$ cat config.mk
export PLATFORM = sky130hd
export DESIGN_NAME = comp_32_bs
export DESIGN_NICKNAME = d
export VERILOG_FILES = /design/src/rtl/comp_32_bs.sv
export SDC_FILE = /design/constraint.sdc
export NUM_CORES = 1
export LEC_CHECK = 0
export CAP_MARGIN = 20
export CELL_PAD_IN_SITES_DETAIL_PLACEMENT = 1
export CELL_PAD_IN_SITES_GLOBAL_PLACEMENT = 1
export CORE_UTILIZATION = 23
export CTS_CLUSTER_SIZE = 30
export DETAILED_ROUTE_END_ITERATION = 16
export PLACE_DENSITY_LB_ADDON = 0.1
export SETUP_SLACK_MARGIN = 0.3
export SLEW_MARGIN = 20
export SYNTH_ARGS = -nofsm -noshare
export SYNTH_HDL_FRONTEND = slang
export SYNTH_SLANG_ARGS = --single-unit
$ cat constraint.sdc
create_clock -name clk -period 2.15 [get_ports clk]
set_clock_uncertainty 0.05 [all_clocks]
set_input_delay 0.43 -clock clk [delete_from_list [all_inputs] [get_ports clk]]
set_output_delay 0.43 -clock clk [all_outputs]
set_load 0.02 [all_outputs]
$ cat src/rtl/comp_32_bs.sv
// ---------------------------------------------------------------------------
// comp_32_bs
//
// Registered magnitude comparator with run-time signed/unsigned selection.
// Every rising edge of clk samples op1 (A), op2 (B) and sign. The four
// relation flags for that sample appear after the same edge and hold until
// the next edge. Latency is one cycle and a new compare is taken every cycle.
//
// Handshake: none. There is no valid/ready pair. Every edge outside reset is
// a compare, and the flags always describe the operands from the previous
// edge.
//
// Ports
//   clk     in   system clock, rising edge active
//   resetn  in   synchronous reset, ACTIVE HIGH despite its name
//   sign    in   1 = two's-complement compare, 0 = unsigned compare
//   op1     in   WIDTH-bit operand A
//   op2     in   WIDTH-bit operand B
//   eq      out  registered A == B
//   neq     out  registered A != B
//   grt     out  registered A >  B under the sampled mode
//   lss     out  registered A <  B under the sampled mode
//
// All four flags are 0 only during reset and on the edge that reset clears
// them. Outside reset exactly one of eq/grt/lss is set, and neq = grt | lss.
// ---------------------------------------------------------------------------
module comp_32_bs #(
  parameter int WIDTH = 32
) (
  input  logic             clk,
  input  logic             resetn,
  input  logic             sign,
  input  logic [WIDTH-1:0] op1,
  input  logic [WIDTH-1:0] op2,
  output logic             eq,
  output logic             neq,
  output logic             grt,
  output logic             lss
);

  localparam int MSB = WIDTH - 1;

  // Flipping the MSB maps the two's-complement range onto the unsigned range
  // in the same order (-2^(W-1) -> 0, 2^(W-1)-1 -> all ones). After the flip
  // a plain unsigned compare gives the signed ordering, and no overflow is
  // possible. The flip is applied only when sign = 1.
  logic [WIDTH-1:0] key_a;
  logic [WIDTH-1:0] key_b;
  logic             eq_c;
  logic             gt_c;
  logic             lt_c;

  always_comb begin
    key_a      = op1;
    key_b      = op2;
    key_a[MSB] = op1[MSB] ^ sign;
    key_b[MSB] = op2[MSB] ^ sign;
  end

  // Equality uses the raw operands because the mode does not change it.
  // grt is derived from eq and lss so that exactly one flag is set by
  // construction.
  always_comb begin
    eq_c = (op1 == op2);
    lt_c = (key_a < key_b);
    gt_c = ~eq_c & ~lt_c;
  end

  // Reset overrides the compare on the same edge. Any result in flight is
  // dropped.
  always_ff @(posedge clk) begin
    if (resetn) begin
      eq  <= 1'b0;
      neq <= 1'b0;
      grt <= 1'b0;
      lss <= 1'b0;
    end else begin
      eq  <= eq_c;
      neq <= ~eq_c;
      grt <= gt_c;
      lss <= lt_c;
    end
  end

endmodule

---- Word-level counts from Yosys, hierarchy flattened ----
Index checks and enable logic that the tools add are counted.
storage, ports and cells
  bits in registers ....................... 4
  input port bits ......................... 67
  output and inout bits ................... 4
  logic and storage cells ................. 11
cells by class
  order comparisons ....................... 1
  eq/ne operators ......................... 1
  bitwise gates (word level) .............. 5
operators by type and width
  cell                         count
  == test 32 bit               1
  less-than comparator 32 bit  1
  inverter 1 bit               2
  XOR 1 bit                    2
  AND 1 bit                    1

---- Logic depth before layout (Yosys ltp) ----
  depth after elaboration ................. 4
  mapped depth ............................ 7

---- Worst setup path after synthesis ----
No wires, ideal clock.
  path kind ............................... input to register
  start point ............................. in op2[30]
  end point ............................... reg lss
  setup time .............................. 0.117 ns
  arrival time ............................ 1.555 ns
  required time ........................... 1.983 ns
  setup slack ............................. 0.429 ns
  stages on the path ...................... 7
  path buffers ............................ 0
  cells stage by stage .................... inv_1 ha_1 nand2_1 nor4_4 nand2_1 o211a_1 and4b_1
on the way
  longest elaborated chain between the ends .. 1
RTL lines
  element                      RTL line  text
  start: declaration           34        input logic [WIDTH-1:0] op2,
  less-than comparator 32 bit  65        lt_c = (key_a < key_b);
  end signal: assignment       81        lss <= lt_c;
  end: declaration             38        output logic lss
Every way passes these cells.
A chain may end at the register's enable or synchronous reset.

---- Final worst setup path ----
  start point ............................. in op1[26]
  end point ............................... reg lss
on the way
  longest elaborated chain between the ends .. 1
RTL lines
  element                      RTL line  text
  start: declaration           33        input logic [WIDTH-1:0] op1,
  less-than comparator 32 bit  65
Every way passes these cells.

==> flow_summary.json <==
{
  "outcome": "completed",
  "tightestPinTransition_ns": 0.290,
  "ir_drop_uv": 128,
  "crit_family": "simple AND/OR/NAND/NOR gates",
  "p_int_w": 0.000422,
  "drv_slew": 0,
  "ys.flop_type": "dfxtp_1",
  "leakage_nw": 1.03,
  "pwr-share-comb_pct": 62.5,
  "min_period_ns": 1.79,
  "clock_sinks": 4,
  "max_stage_delay_ns": 0.30,
  "first_pass_iters": 3,
  "required_ns": 2.20,
  "chipWidth_um": 66.7,
  "crit_path_end_kind": "flip-flop",
  "drc": 0,
  "final_util_pct": 55.9,
  "synth_area_per_cell_um2": 7.52,
  "initial_core_util_pct": 24.1,
  "netlist_area_um2": 962,
  "netlist.top_cell.by_area": "ha_1",
  "met1_usage_pct": 17.6,
  "grtUsageMet3_pct": 2.05,
  "cp_cell_sequence": "dlygate4sd2_1, ha_4, nand2_4, nor4_4, and3_4, o31ai_4, and4b_1",
  "hold_viol": 0,
  "p_switching_w": 0.000215,
  "grt_max_degree": 5,
  "crit_fanout": 3,
  "period_share_pct": 83.5,
  "grtUsageMet2_pct": 36.5,
  "p_clk_share_pct": 24.8,
  "p_sw_share_pct": 33.7,
  "cts_max_path_buffers": 2,
  "grt_pass1_vias": 1353,
  "grt_usage_pct": 17.4,
  "cp.arrival_ns": 1.85,
  "antenna_found_initial": 0,
  "setup_viol": 0,
  "crit_buf_inv": 1,
  "post-synth-top-count-cell": "inv_1",
  "via_per_inst": 4.69,
  "power_density_nw_per_um2": 285,
  "start_kind": "primary input",
  "criticalPathCategory": "primary input to flip-flop",
  "wl_per_cell_um": 14.3,
  "coreArea_um2": 4000,
  "postSynthCellCount": 128,
  "sequentialPowerShare_pct": 12.7,
  "hpwl_um": 2850,
  "rows": 23,
  "place_congestion": 0.785,
  "gr-max-usage-layer": "met2",
  "wl_um": 3740,
  "design_area_um2": 2240,
  "cts_tree": "yes",
  "synth_seq_cells": 4,
  "die_area_um2": 4450,
  "dp_cells": 257,
  "synthTopCellsByArea": "ha_1 40%, inv_1 13%, dfxtp_1 8.3%",
  "die_h_um": 66.7,
  "path_clk_slew_ns": 0.03,
  "io_buffers": 70,
  "final-instance-count-excl-fill": 262,
  "cp_slowest_cell": "ha_4",
  "cts_inserted_buffers": 3,
  "netlist_top_cells_count": "33 x inv_1, 31 x ha_1, 11 x a21oi_1",
  "synth_cell_types": 27,
  "ant_nets": 0,
  "ios": 71,
  "hp-class": "primary input to flip-flop",
  "async_reset_ff_share_pct": 0,
  "max_freq_mhz": 557,
  "overflow": 0,
  "place_area_um2": 1790,
  "yosys_warnings": 0,
  "seq_area_frac_synth_pct": 8.32,
  "maxCapViolCount": 0,
  "cts-root-buf": "clkbuf_8",
  "synth_top_area_share_pct": 40.3,
  "grt_pass1_wl_um": 5840,
  "htree_levels": 1,
  "nets": 312,
  "syn-num-nets": 226,
  "drt_first_iter_violations": 25,
  "vias": 1229,
  "drive_above_1_share_pct": 39.2,
  "area_delta_synth_final_pct": 132,
  "rsz0062_at_grt": "true",
  "diodes": 0,
  "maxSlewHeadroom_pct": 80.6,
  "synth_enable_flop_cells": 0
}
cell usage in the layout (no fill, tap or decap), types with 2 or more instances in the layout:
cell / count
nand3_1: 4
a21oi_1: 8
nand4_1: 7
buf_4: 9
inv_2: 24
clkbuf_8: 3
nand2_1: 3
nand2_4: 2
a21oi_2: 2
clkdlybuf4s50_1: 15
dlymetal6s2s_1: 5
inv_1: 9
nor3_4: 2
dlygate4sd2_1: 49
ha_1: 6
dfxtp_1: 4
nor2_1: 4
ha_4: 25
a21boi_1: 2
nand2_2: 2
buf_6: 2
o31ai_2: 2
final cells by class:
type                            count  area, um2
Sequential cell                     4       80.1
Fill cell                         455       1760
Timing Repair Buffer               81        742
Clock buffer                        3       41.3
Multi-Input combinational cell     91       1190
Tap cell                           50       62.6
Inverter                           33        124
path summary, 6_finish.rpt:
path	cells after the start	end	slack, ns	from
setup / recovery	7	lss$_SDFF_PP0_	0.36	op1[26]
hold / removal	2	eq$_SDFF_PP0_	0.75	resetn
through the flow:
step	setup TNS (ns)	setup WS, ns	hold slack [ns]	total power (W)
2_1_floorplan	0	0.429	0.452	0.000203
3_3_place_gp	-0.249	-0.168	0.982	0.000375
3_5_place_dp	-0.477	-0.258	0.981	0.000388
4_1_cts	0	0.305	0.753	0.000621
5_1_grt	0	0.287	0.753	0.000692
6_report	0	0.355	0.751	0.000637
cells by family (layout without fill, tap and decap cells):
group | Yosys count | in the layout | synth area share, %
buf+inv | 33 | 117 | 12.9
compound gates | 23 | 23 | 14.8
simple gates | 36 | 36 | 22.0
flops | 4 | 4 | 8.32
fa+ha+maj | 31 | 31 | 40.3
xor+xnor | 1 | 1 | 1.69
registers in the layout, indices dropped and copies added (netlist names):
name and flops:
neq 1, eq 1, lss 1, grt 1
power by group through the flow:
stage          sequential [W]  combinational (W)  clock [W]
6_report            0.0000807           0.000398   0.000158
5_1_grt             0.0000811           0.000443   0.000168
4_1_cts             0.0000808           0.000377   0.000162
3_5_place_dp        0.0000818           0.000306          0
3_3_place_gp        0.0000817           0.000293          0
2_1_floorplan       0.0000877           0.000115          0
metal layers:
layer / routed length, um / up-vias
met2: 2100 / 41
met4: 15 / 0
met3: 174 / 2
met5: 0 / -
li1: - / 613
met1: 1450 / 573
repair_timing:
item / 4_1_cts / 5_1_grt
resized for setup: 120 / 15
pin swaps: 34 / 13
buffers inserted: 2 / 0
hold buffers: 0 / 0
cloned: 0 / 0
setup endpoints to repair: 4 / 3
(Power assumes the default switching activity.)
